**src/rtl/imem_stream_loader.sv**
```systemverilog
`default_nettype none
// ============================================================================
// Module   : imem_stream_loader
// Purpose  : Boot-time instruction-memory writer. Accepts a byte stream
//            (4-byte LE word count N, 4*N LE payload bytes, 1 XOR checksum
//            byte), writes each assembled word to imem address 4*k and holds
//            the CPU core in reset until the whole image is checksum-verified.
// Ports    : pll_1_200MHz        - clock (rising edge)
//            pll_1_locked_synced - asynchronous active-low reset
//            rx_byte_valid/data  - incoming byte, rx_byte_ready - accept
//            imem_write_*        - single-cycle instruction-memory write port
//            cpu_reset_n         - core reset, released on verified load
//            load_done/error     - sticky completion / failure flags
// Revision : 1.0 - initial release
// ============================================================================
module imem_stream_loader #(
  parameter int ADDR_WIDTH = 10
) (
  input  logic        pll_1_200MHz,
  input  logic        pll_1_locked_synced,
  input  logic        rx_byte_valid,
  input  logic [7:0]  rx_byte_data,
  output logic        rx_byte_ready,
  output logic        imem_write_enable,
  output logic [31:0] imem_write_address,
  output logic [31:0] imem_write_data,
  output logic        cpu_reset_n,
  output logic        load_done,
  output logic        load_error
);

  typedef enum logic [2:0] {
    S_HEADER  = 3'd0,
    S_PAYLOAD = 3'd1,
    S_CHECK   = 3'd2,
    S_DONE    = 3'd3,
    S_ERROR   = 3'd4
  } state_t;

  // Image capacity in words; 33 bits so the 32-bit count compares unsigned
  // without overflow.
  localparam logic [32:0] c_CAPACITY = 33'd1 << ADDR_WIDTH;

  state_t              r_state;
  state_t              w_next_state;
  logic                r_ready;
  logic [1:0]          r_lane;
  logic [23:0]         r_assembly;
  logic [ADDR_WIDTH:0] r_word_idx;
  logic [ADDR_WIDTH:0] r_last_idx;
  logic [7:0]          r_xor;
  logic                r_write_enable;
  logic [31:0]         r_write_address;
  logic [31:0]         r_write_data;
  logic                r_cpu_reset_n;
  logic                r_done;
  logic                r_error;

  logic                w_accept;
  logic                w_lane_last;
  logic [31:0]         w_word;
  logic [31:0]         w_addr;

  assign w_accept    = rx_byte_valid && r_ready;
  assign w_lane_last = (r_lane == 2'd3);
  // The 4th byte completes the word directly from the input, so the write
  // strobe lands exactly one cycle after it is accepted.
  assign w_word      = {rx_byte_data, r_assembly};

  always_comb begin
    w_addr = '0;
    w_addr[ADDR_WIDTH+1:2] = r_word_idx[ADDR_WIDTH-1:0];
  end

  always_ff @(posedge pll_1_200MHz or negedge pll_1_locked_synced) begin
    if (!pll_1_locked_synced) begin
      r_state <= S_HEADER;
    end else begin
      r_state <= w_next_state;
    end
  end

  always_comb begin
    w_next_state = r_state;
    case (r_state)
      S_HEADER: begin
        if (w_accept && w_lane_last) begin
          if (w_word == 32'd0) begin
            w_next_state = S_CHECK;
          end else if ({1'b0, w_word} > c_CAPACITY) begin
            w_next_state = S_ERROR;
          end else begin
            w_next_state = S_PAYLOAD;
          end
        end
      end
      S_PAYLOAD: begin
        if (w_accept && w_lane_last && (r_word_idx == r_last_idx)) begin
          w_next_state = S_CHECK;
        end
      end
      S_CHECK: begin
        if (w_accept) begin
          w_next_state = (rx_byte_data == r_xor) ? S_DONE : S_ERROR;
        end
      end
      default: w_next_state = r_state;
    endcase
  end

  always_ff @(posedge pll_1_200MHz or negedge pll_1_locked_synced) begin
    if (!pll_1_locked_synced) begin
      r_ready         <= 1'b0;
      r_lane          <= '0;
      r_assembly      <= '0;
      r_word_idx      <= '0;
      r_last_idx      <= '0;
      r_xor           <= '0;
      r_write_enable  <= 1'b0;
      r_write_address <= '0;
      r_write_data    <= '0;
      r_cpu_reset_n   <= 1'b0;
      r_done          <= 1'b0;
      r_error         <= 1'b0;
    end else begin
      // Status outputs follow the next state so they are registered yet
      // appear one cycle after the deciding byte.
      r_ready        <= (w_next_state == S_HEADER) || (w_next_state == S_PAYLOAD) ||
                        (w_next_state == S_CHECK);
      r_done         <= (w_next_state == S_DONE);
      r_cpu_reset_n  <= (w_next_state == S_DONE);
      r_error        <= (w_next_state == S_ERROR);
      r_write_enable <= 1'b0;

      if (w_accept && ((r_state == S_HEADER) || (r_state == S_PAYLOAD))) begin
        r_lane <= r_lane + 2'd1;
        case (r_lane)
          2'd0:    r_assembly[7:0]   <= rx_byte_data;
          2'd1:    r_assembly[15:8]  <= rx_byte_data;
          2'd2:    r_assembly[23:16] <= rx_byte_data;
          default: r_assembly        <= r_assembly;
        endcase
      end

      if (w_accept && (r_state == S_HEADER) && w_lane_last) begin
        // Only meaningful for 1 <= N <= capacity, where N-1 fits exactly.
        r_last_idx <= w_word[ADDR_WIDTH:0] - {{ADDR_WIDTH{1'b0}}, 1'b1};
      end

      if (w_accept && (r_state == S_PAYLOAD)) begin
        r_xor <= r_xor ^ rx_byte_data;
        if (w_lane_last) begin
          r_write_enable  <= 1'b1;
          r_write_address <= w_addr;
          r_write_data    <= w_word;
          r_word_idx      <= r_word_idx + {{ADDR_WIDTH{1'b0}}, 1'b1};
        end
      end
    end
  end

  assign rx_byte_ready      = r_ready;
  assign imem_write_enable  = r_write_enable;
  assign imem_write_address = r_write_address;
  assign imem_write_data    = r_write_data;
  assign cpu_reset_n        = r_cpu_reset_n;
  assign load_done          = r_done;
  assign load_error         = r_error;

endmodule
`default_nettype wire

```
**config.mk**
```make
export PLATFORM = sky130hd
export DESIGN_NAME = imem_stream_loader
export DESIGN_NICKNAME = d
export VERILOG_FILES = /design/src/rtl/imem_stream_loader.sv
export SDC_FILE = /design/constraint.sdc
export NUM_CORES = 1
export LEC_CHECK = 0
export CORE_MARGIN = 2
export CORE_UTILIZATION = 57
export DETAILED_ROUTE_END_ITERATION = 7
export PLACE_DENSITY = 0.93
export SYNTH_ARGS = -nofsm -noshare
export SYNTH_HDL_FRONTEND = slang
export SYNTH_SLANG_ARGS = --single-unit
```
**constraint.sdc**
```tcl
create_clock -name pll_1_200MHz -period 5.6 [get_ports pll_1_200MHz]
set_input_delay 1.68 -clock pll_1_200MHz [delete_from_list [all_inputs] [get_ports pll_1_200MHz]]
set_output_delay 1.68 -clock pll_1_200MHz [all_outputs]
set_load 0.01 [all_outputs]
```
==> Word level (Yosys, flattened, before mapping) <==
Cells that the tools add are included.
{ "totals": {"ff_bits": 105, "inputBits": 11} }
{ "op_classes": {"n_addsub": 3, "n_lt_le_gt_ge": 1, "eq_ne": 11, "muxes": 9, "n_bitwise": 1, "n_reduce_logical": 18} }
{ "ops": {"columns": ["cell", "count"], "rows": [
  ["32-bit by 11-bit > comparator with 1-bit output (second input constant)", 1],
  ["32-bit zero test", 1],
  ["3-bit 2-to-1 mux", 6],
  ["11-bit by 1-bit adder with 11-bit output (second input constant)", 1],
  ["11-bit == test", 1],
  ["11-bit by 1-bit subtractor with 11-bit output (second input constant)", 1],
  ["3-bit by 2-bit == test with 1-bit output (second input constant)", 3],
  ["3-bit one-hot mux with 3 select lines", 1],
  ["8-bit == test", 1],
  ["2-bit AND reduction", 4],
  ["8-bit XOR", 1],
  ["1-bit logical AND", 7],
  ["3-bit by 1-bit == test with 1-bit output (second input constant)", 2],
  ["3-bit zero test", 2],
  ["2-bit == test (second input constant)", 2],
  ["3-bit == test (second input constant)", 1],
  ["1-bit logical OR", 3],
  ["2-bit by 1-bit adder with 2-bit output (second input constant)", 1],
  ["2-bit by 1-bit == test with 1-bit output (second input constant)", 1],
  ["2-bit zero test", 1],
  ["1-bit 2-to-1 mux", 2]
]} }

==> Logic depth before layout (Yosys ltp) <==
Gate-level depths: netlist (run 1).
{ "depth": {"depth_word": 8, "depth_mapped": 8, "depth_no_buf": 7} }

==> Least setup slack after synthesis (run 1) <==
OpenSTA, ideal clock, no wires.
{ "synth_timing": {"kind": "input port to flip-flop", "startpoint": "input port rx_byte_valid", "endpoint": "register r_write_data[11], in the netlist imem_write_data[11]", "setup_ps": 125, "arrival_ps": 2901, "t_required_ps": 5475, "setup_slack_ps": 2575, "path_stages": 6, "path_buffers": 3, "cell_sequence": "and4bb_1 -> buf_4 -> nand3_1 -> buf_2 -> buf_2 -> mux2_2"} }
{ "synth_between": {"elab_chain_cells": 3} }
{ "synth_rtl": {"columns": ["element", "line_no", "rtl"], "rows": [
  ["start, declared", "21", "input logic rx_byte_valid,"],
  ["1-bit logical AND", "64", "assign w_accept = rx_byte_valid && r_ready;"],
  ["1-bit logical AND", "150", "if (w_accept && (r_state == S_PAYLOAD)) begin"],
  ["2-bit AND reduction (no source line)", null, null],
  ["end signal, assigned", "155", "r_write_data <= w_word;"],
  ["end, declared", "54", "logic [31:0] r_write_data;"]
]} }
No other way between the ends.
A chain may end at the register's enable or synchronous reset.

==> Final worst setup path (run 1) <==
{ "layout_timing": {"startpoint": "input port rx_byte_valid", "endpoint": "register r_error, in the netlist load_error"} }
{ "layout_between": {"elab_chain_cells": 6, "elab_cells_between_ends": 8, "classes_between": "eq/ne (1); mux (4); reduce/logical (3)"} }
{ "layout_rtl": {"columns": ["element", "line_no", "rtl"], "rows": [
  ["1-bit logical AND (*)", "64", null],
  ["1-bit logical AND", "87, 98", null],
  ["1-bit logical AND", "98", "if (w_accept && w_lane_last && (r_word_idx == r_last_idx)) begin"],
  ["3-bit 2-to-1 mux", "98", null],
  ["3-bit one-hot mux with 3 select lines (*)", "85", "case (r_state)"],
  ["3-bit == test (*)", "132", "r_error <= (w_next_state == S_ERROR);"],
  ["end signal, assigned", "132", null],
  ["end, declared", "57", "logic r_error;"]
]} }
Every way passes the cells marked *; elsewhere a longest branch is shown, timed or not.

==> results of run 1 <==
## synthesized netlist by cell type (all sizes together) (5+ instances only)
cell	instances	area share
nor4	7	0.013
nand4	5	0.0067
buf	29	0.044
nand3	10	0.011
mux2	62	0.15
nor2	11	0.0093
o21ai	15	0.016
nand2	42	0.034
xnor2	41	0.076
inv	10	0.0080
xor2	5	0.0093
dfrtp	105	0.56
nor3	5	0.0053
ha	7	0.019
## power groups by stage
| stage | clock network (uW) | registers [uW] | logic (uW) |
|---|---|---|---|
| final | 486 | 928 | 390 |
| after global routing | 531 | 940 | 433 |
| after CTS | 497 | 928 | 395 |
| after detailed placement | 0 | 941 | 392 |
| after global placement | 0 | 935 | 376 |
| after floorplan | 0 | 926 | 288 |
## critical path: stages
cell and delay, ps:
sky130_fd_sc_hd__clkdlybuf4s50_1 500, sky130_fd_sc_hd__and4bb_1 450, sky130_fd_sc_hd__nand3_1 520, sky130_fd_sc_hd__o311a_2 590
sky130_fd_sc_hd__and3_1 190
## sequential cells by signal (all words and copies together), names as in the netlist
name / flops
r_assembly: 24
r_word_idx: 11
r_last_idx: 11
rx_byte_ready: 1
load_error: 1
r_lane: 2
r_xor: 8
load_done: 1
imem_write_data: 32
imem_write_enable: 1
r_state: 3
imem_write_address: 10
## logic make-up (layout without fill, tap and decap cells)
family / after synthesis / count (layout) / share of synthesized area
DFF: 105 / 105 / 0.5588
and+or+nand+nor: 90 / 90 / 0.09473
muxes: 62 / 62 / 0.1485
xor gates and xnor gates: 46 / 46 / 0.08568
buffers and inverters: 43 / 85 / 0.05481
AOI/OAI and AO/OA: 26 / 26 / 0.03805
adders and majority gates: 7 / 7 / 0.01863
other: 1 / 22 / 0.0007975
## metrics by stage
stage                 util  worst slack (ps)  total power, uW
floorplan                -              2575             1214
global placement    0.6524              1680             1311
detailed placement  0.6524              1583             1334
CTS                 0.6784              1973             1820
global route        0.6784              1814             1903
finish              0.6784              1930             1805
## routing by layer
layer  vias to the layer above  share of wire
li1                       1353              -
met1                      1491           0.44
met2                        83           0.50
met3                        13          0.042
met4                         0          0.020
met5                         -              0
## how the worst min path moves through the flow
stage          slack (ps)                   start                      to  cells after the start
3_5_place_dp          490                r_xor[0]                r_xor[0]                      1
2_1_floorplan         460                r_xor[1]                r_xor[1]                      1
5_1_grt               520  imem_write_address[11]  imem_write_address[11]                      1
3_3_place_gp          460      imem_write_data[1]      imem_write_data[1]                      2
4_1_cts               500                r_xor[0]                r_xor[0]                      1
6_report              500                r_xor[2]                r_xor[2]                      1
## layout make-up
class | count | area [sq um] | area share
sequential | 105 | 2628 | 0.4786
multi-input combinational | 253 | 1901 | 0.3462
timing repair buffer | 59 | 583.1 | 0.1062
clock buffer | 10 | 137.6 | 0.02507
tap | 105 | 131.4 | 0.02393
clock inverter | 6 | 72.57 | 0.01322
inverter | 10 | 37.54 | 0.006837
## cell usage in the layout, fill, tap and decap left out, types with 6 or more instances in the layout
master / n
sky130_fd_sc_hd__dfrtp_1: 105
sky130_fd_sc_hd__mux2_2: 62
sky130_fd_sc_hd__clkdlybuf4s50_1: 56
sky130_fd_sc_hd__nand2_1: 42
sky130_fd_sc_hd__xnor2_1: 41
sky130_fd_sc_hd__conb_1: 22
sky130_fd_sc_hd__o21ai_0: 14
sky130_fd_sc_hd__nor2_1: 10
sky130_fd_sc_hd__clkbuf_8: 10
sky130_fd_sc_hd__nand3_1: 9
sky130_fd_sc_hd__inv_1: 8
sky130_fd_sc_hd__ha_1: 7
sky130_fd_sc_hd__nor4_1: 6
==> metrics, run 1 <==
detailed-route DRC error count 0; worst vdd rail ir drop 0.0001829 V; number of nets in the layout 456; worst setup path startpoint rx_byte_valid; met1 track demand over resource 0.2791; average size of a mapped cell 12.37 sq um; DRC violation total after the first TritonRoute iteration 95; result of the run finished, final reports clean; sum of negative setup slack 0 ps; Worst R2R Start r_state[1]; largest net degree at the start of global routing 58; number of vias in the routed layout 2940; areal power density over the cells 328.7 nW/um^2; maximum clock path buffer count 2; minimum period implied by the final worst setup slack 3670 ps; count of buffers from port buffering 57; final cycle utilization of the critical path 0.6554; Sw Ratio 0.2970; Reg-to-Reg End load_error; number of flops mapped to enable cells by yosys 0; portion of the post-synthesis area used by sequential elements 0.5588; share of total power in combinational logic 0.216; Antenna Nets Post-Route 0; Die X-Extent 94.83 um; post-synthesis sequential element count 105; Clock Power Share 0.269; routed length per instance 16.24 um; Worst Setup End Kind flip-flop; number of standard cells after synthesis 380; combined global-route utilization of all metal layers 0.2146; yosys warns 0; vias in the first global route 3012; fraction of final layout cells sized beyond drive strength 1 0.2054; total net switching power 536.0 uW; part of the total power dissipated in sequential elements 0.514; total standard cell area after synthesis 4702 sq um; f_max 272.5 MHz; Std-Cell Rows 33; area of the die 8992 sq um; crit path launch type primary input; path class of the lowest-slack min-delay path flip-flop to flip-flop; remaining global-route overflow 0; Clock Root Buffer sky130_fd_sc_hd__clkbuf_8; count of antenna diodes in the layout 0; internal power 1269 uW; final setup violating endpoints 0; dpl hpwl 6293 um; Leakage 0.002587 uW; number of sinks on the clock net 105; initial antenna violation count 0; Synth Flop Type sky130_fd_sc_hd__dfrtp_1; first-pass GRT wire length 14580 um; max capacitance violation total 0; Max-slew headroom 0.5400; distinct cell type count after synthesis 36; Setup Fix Bufs, Post-CTS 0; clock tree skew after final layout 12.13 ps; most used routing layer met2; dpl cells 532; top-level port count 80; core box area 8093 sq um; ratio of routed vias to standard cells 5.365; GRT met2 Usage 0.3434; synthesis-to-finish area growth 16.76%; met3 track utilization from global routing 0.04868; CTS clock-pin slew for the worst setup and hold paths 90 ps; Critical Path End load_error; total detailed-routing wirelength 8900 um; count of non-filler cells in the finished layout 548; CTS H-Tree Depth 3; number of pins with negative max-slew slack in the final report 0; post-placement cell area 5280 sq um; die height 94.83 um; Max FO, Critical Path 21; first-pass detailed-route iteration total 4; quantity of gates resized following cts 0; total count of hold-check failures in the final report 0; required time at the worst-slack endpoint 5860 ps; actual transition at the worst max-transition pin 690.1 ps; slack of the worst reg-to-reg path 3220 ps; weighted congestion reported at the end of routability-driven placement 0.8191; fin area 5490 sq um; effective utilization at floorplan 0.5810; TritonCTS buffer count 9; clock tree from TritonCTS built; worst endpoint data arrival time 3930 ps; worst-case hold slack 496.8 ps; cell count of the worst reg-to-reg path 4; layout filler cell count 576; setup repair after global routing missed its margin no; Worst-Skew Late Latency 370 ps; hold_buf cts 0; class of the most critical setup path primary input to flip-flop; fraction of registers with async set/reset 1.000
(Power assumes the default switching activity.)
==> run 2: changes to the inputs <==
- CORE_UTILIZATION: 57 -> 53
- PLACE_DENSITY: 0.93 -> 0.88
- clock period: 5.6 -> 3.71 ns (I/O delays scaled with it)
==> metrics, run 2 (synthesized netlist as in run 1, its figures left out) <==
count of buffers from port buffering 57; effective utilization at floorplan 0.5418; slack of the worst reg-to-reg path 1510 ps; quantity of gates resized following cts 0; wire length on met2 4512 um; first-pass detailed-route iteration total 4; count of antenna diodes in the layout 0; most common cell after layout, fill and taps aside sky130_fd_sc_hd__dfrtp_1; total count of hold-check failures in the final report 0; Reg-to-Reg End load_error; area occupied by multi-input gates 1901 sq um; top-level port count 80; f_max 344.9 MHz; Worst Hold Endpoint imem_write_data[1]; final cycle utilization of the critical path 0.7816; commonest non-fill, non-tap cells in the layout sky130_fd_sc_hd__dfrtp_1, sky130_fd_sc_hd__mux2_2, sky130_fd_sc_hd__clkdlybuf4s50_1, sky130_fd_sc_hd__nand2_1, sky130_fd_sc_hd__xnor2_1; required time at the worst-slack endpoint 4010 ps; wire length the detailed router placed on met1 3988 um; Max Used Layer met4; total power consumption of the routed design 2672 uW; synthesis-to-finish area growth 16.98%; maximum clock path buffer count 2; fraction of final layout cells sized beyond drive strength 1 0.2125; TritonCTS buffer count 9; internal power 1835 uW; clock tree skew after final layout 14.09 ps; origin of the worst min-delay path imem_write_data[1]; result of the run finished, final reports clean; max capacitance violation total 0; final worst setup slack 810.4 ps; die height 98.19 um; vias in the first global route 3081; Worst R2R Start r_state[1]; final setup violating endpoints 0; setup repair after global routing missed its margin no; Worst Hold Depth 2; Worst-Skew Late Latency 370 ps; Clock Power Share 0.253; Setup Fix Bufs, Post-CTS 0; combined global-route utilization of all metal layers 0.1989; remaining global-route overflow 0; minimum period implied by the final worst setup slack 2900 ps; clock tree from TritonCTS built; largest net degree at the start of global routing 63; met3 wire len 409 um; layout filler cell count 659; Max FO, Critical Path 10; worst vdd rail ir drop 0.0002733 V; Clock Root Buffer sky130_fd_sc_hd__clkbuf_8; sum of negative setup slack 0 ps; DRC violation total after the first TritonRoute iteration 74; total net switching power 837.3 uW; CTS H-Tree Depth 3; max FFs per register 32; detailed-route DRC error count 0; CTS clock-pin slew for the worst setup and hold paths 100 ps; Leakage 0.002588 uW; Antenna Nets Post-Route 0; part of the total power dissipated in sequential elements 0.526; Die X-Extent 98.19 um; hold_buf cts 0; Max-slew headroom 0.4879; actual transition at the worst max-transition pin 768.1 ps; total detailed-routing wirelength 9133 um; Sw Ratio 0.3133; crit path launch type primary input; share of total power in combinational logic 0.222; Std-Cell Rows 34; routed length per instance 16.46 um; worst slack after detailed placement 451.5 ps; cell count of the worst reg-to-reg path 6; first-pass GRT wire length 15170 um; number of pins with negative max-slew slack in the final report 0; worst endpoint data arrival time 3200 ps; ratio of routed vias to standard cells 5.369; initial antenna violation count 0; sequential standard cell area 2628 sq um; dpl hpwl 6577 um; number of nets in the layout 460; number of sinks on the clock net 105; class of the most critical setup path primary input to flip-flop; areal power density over the cells 485.8 nW/um^2; path class of the lowest-slack min-delay path flip-flop to flip-flop; core box area 8678 sq um; number of vias in the routed layout 2980; Worst Setup End Kind flip-flop; weighted congestion reported at the end of routability-driven placement 0.8413; area of the die 9641 sq um
-- run 2: how the worst max path moves through the flow --
| stage | to | cells after the start | slack [ps] | startpoint |
|---|---|---|---|---|
| after floorplan | imem_write_data[11] | 6 | 1250 | rx_byte_valid |
| after global placement | rx_byte_ready | 8 | 540 | rx_byte_valid |
| after detailed placement | rx_byte_ready | 8 | 450 | rx_byte_valid |
| after CTS | load_error | 7 | 840 | rx_byte_valid |
| after global routing | load_error | 7 | 670 | rx_byte_valid |
| final | load_error | 7 | 810 | rx_byte_valid |
-- run 2: cell type report --
cell class                      instances  share of cell area
Clock buffer                            9             0.02252
Clock inverter                          7             0.01137
Inverter                               10            0.006824
Multi-Input combinational cell        253              0.3455
Sequential cell                       105              0.4777
Tap cell                              108             0.02457
Timing Repair Buffer                   63              0.1115
-- run 2: power by group through the flow --
| stage | Sequential, uW | Combinational, uW | Clock (uW) |
|---|---|---|---|
| finish | 1410 | 592 | 675 |
| global route | 1420 | 652 | 732 |
| CTS | 1400 | 601 | 685 |
| detailed placement | 1420 | 596 | 0 |
| global placement | 1420 | 572 | 0 |
| floorplan | 1400 | 435 | 0 |
-- run 2: per-layer routing --
metal / track usage / vias up
met1: 0.2563 / 1502
met4: 0.09062 / 0
met5: 0 / -
met3: 0.03651 / 18
li1: - / 1376
met2: 0.3303 / 84
-- run 2: metrics by stage --
step / instances / instance area (sq um) / utilization / hold slack (ps)
after CTS: 555 / 5500 / 0.6338 / 492.4
after global routing: 555 / 5500 / 0.6338 / 523.5
after floorplan: 401 / 4781 / - / 464.7
final: 555 / 5500 / 0.6338 / 487.6
after detailed placement: 539 / 5314 / 0.6123 / 469.3
after global placement: 539 / 5314 / 0.6123 / 462.3
-- run 2: critical path: stages --
cell	delay (ps)
sky130_fd_sc_hd__clkdlybuf4s50_1	500
sky130_fd_sc_hd__and4bb_1	470
sky130_fd_sc_hd__nand2_1	160
sky130_fd_sc_hd__nor4_1	420
sky130_fd_sc_hd__o2bb2ai_1	170
sky130_fd_sc_hd__a31oi_4	190
sky130_fd_sc_hd__and3_1	170
==> run 3: changes to the inputs <==
- CORE_UTILIZATION: 53 -> 48
- PLACE_DENSITY: 0.88 -> 0.84
- clock period: 3.71 -> 2.5 ns (I/O delays scaled with it)
==> metrics, run 3 (synthesized netlist as in run 1, its figures left out) <==
result of the run finished, final reports clean; TritonCTS buffer count 9; class of the most critical setup path primary input to flip-flop; total detailed-routing wirelength 9526 um; Setup Fix Bufs, Post-CTS 0; area of the die 10600 sq um; total count of hold-check failures in the final report 0; layout filler cell count 764; count of non-filler cells in the finished layout 598; die height 103.0 um; sequential standard cell area 2628 sq um; commonest non-fill, non-tap cells in the layout sky130_fd_sc_hd__dfrtp_1, sky130_fd_sc_hd__mux2_2, sky130_fd_sc_hd__clkdlybuf4s50_1, sky130_fd_sc_hd__nand2_1, sky130_fd_sc_hd__xnor2_1; Clock Root Buffer sky130_fd_sc_hd__clkbuf_8; dpl cells 582; Worst-Skew Late Latency 360 ps; required time at the worst-slack endpoint 2800 ps; total power consumption of the routed design 4225 uW; path class of the lowest-slack min-delay path primary input to asynchronous set/reset pin; areal power density over the cells 736.8 nW/um^2; synthesis-to-finish area growth 21.95%; clock tree skew after final layout 12.35 ps; top-level port count 80; Max-slew headroom 0.6227; CTS H-Tree Depth 3; DRC violation total after the first TritonRoute iteration 120; Leakage 0.002706 uW; worst vdd rail ir drop 0.0004263 V; remaining global-route overflow 0; weighted congestion reported at the end of routability-driven placement 0.8364; routed length per instance 15.93 um; first-pass GRT wire length 15440 um; actual transition at the worst max-transition pin 565.9 ps; core box area 9639 sq um; fraction of final layout cells sized beyond drive strength 1 0.2409; cell-by-cell trace of the critical path clkdlybuf4s50_1, buf_4, xnor2_1, nand4_1, o311ai_0, o2bb2ai_1, a32oi_1, buf_4, a21oi_2; most common cell after layout, fill and taps aside sky130_fd_sc_hd__dfrtp_1; combined global-route utilization of all metal layers 0.1929; Critical Path Max Stage Delay 520 ps; largest net degree at the start of global routing 44; max FFs per register 32; cell repeated most along the worst path sky130_fd_sc_hd__buf_4; count of antenna diodes in the layout 0; area occupied by multi-input gates 1907 sq um; final cycle utilization of the critical path 0.9466; vias in the first global route 3095; effective utilization at floorplan 0.4878; Die X-Extent 103.0 um; CTS clock-pin slew for the worst setup and hold paths 100 ps; minimum period implied by the final worst setup slack 2366 ps; Worst Setup End Kind flip-flop; Max FO, Critical Path 5; crit path launch type primary input; number of pins with negative max-slew slack in the final report 0; ratio of routed vias to standard cells 5.027; number of sinks on the clock net 105; clock tree from TritonCTS built; worst endpoint data arrival time 2670 ps; first-pass detailed-route iteration total 4; Std-Cell Rows 36; maximum clock path buffer count 2; Antenna Nets Post-Route 0; slowest library cell on the worst path sky130_fd_sc_hd__clkdlybuf4s50_1; dpl hpwl 6890 um; f_max 422.6 MHz; final setup violating endpoints 0; count of buffers from port buffering 57; detailed-route DRC error count 0; initial antenna violation count 0; hold_buf cts 0; number of vias in the routed layout 3006; max capacitance violation total 0; setup repair after global routing missed its margin no; number of nets in the layout 478; quantity of gates resized following cts 0
## run 3: changes by cell type in the layout (fill, tap and decap cells not counted)
cell and change:
sky130_fd_sc_hd__buf_4 +17, sky130_fd_sc_hd__bufinv_16 +3, sky130_fd_sc_hd__clkbuf_1 +2, sky130_fd_sc_hd__clkinv_4 -2, sky130_fd_sc_hd__inv_6 -2, sky130_fd_sc_hd__buf_12 +1
sky130_fd_sc_hd__clkinv_2 +1, sky130_fd_sc_hd__clkinvlp_4 -1, sky130_fd_sc_hd__inv_8 -1, sky130_fd_sc_hd__nor4_1 -1, sky130_fd_sc_hd__nor4_2 +1
## run 3: metal layers
| metal | GRT usage | wire, um |
|---|---|---|
| met1 | 0.2517 | 4274 |
| met2 | 0.3157 | 4627 |
| met3 | 0.05017 | 454 |
| met4 | 0.06478 | 169 |
| met5 | 0 | 0 |
## run 3: final timing paths
path | cells after the start | start | to | slack (ps)
worst min register to register | 2 | imem_write_address[4] | imem_write_address[4] | 490
worst min-delay path | 1 | pll_1_locked_synced | imem_write_address[8] | 370
max in group asynchronous | 2 | pll_1_locked_synced | r_last_idx[1] | 1510
worst max register to register | 5 | r_assembly[19] | load_error | 490
min in group pll_1_200MHz | 2 | imem_write_address[4] | imem_write_address[4] | 490
worst max-delay path | 9 | rx_byte_data[1] | rx_byte_ready | 130
## run 3: layout make-up
cell class,instances,share of cell area
multi-input combinational,253,0.3325
clock inverter,5,0.01811
clock buffer,11,0.02291
sequential,105,0.4582
tap,133,0.02902
timing repair buffer,81,0.1327
inverter,10,0.006546
## run 3: metrics by stage
stage	area, sq um	setup slack (ps)	TNS, ps	util	hold slack, ps
final	5734	133.6	0	0.5949	369.5
after global routing	5734	21.11	0	0.5949	400.3
after CTS	5728	102.5	0	0.5942	379.9
after detailed placement	5493	-262.0	-1192	0.5698	471.5
after global placement	5493	-203.8	-797.5	0.5698	464.1
after floorplan	4781	404.7	0	-	454.4
## run 3: report_power, final
group | switching, uW | internal (uW)
Sequential | 193 | 1890
Clock | 556 | 667
Combinational | 447 | 472
## run 3: critical path: cells and delay by family
family / cells / cell delay [ps]
buf+inv: 3 / 880
compound gates: 4 / 760
xor+xnor: 1 / 140
simple gates: 1 / 140
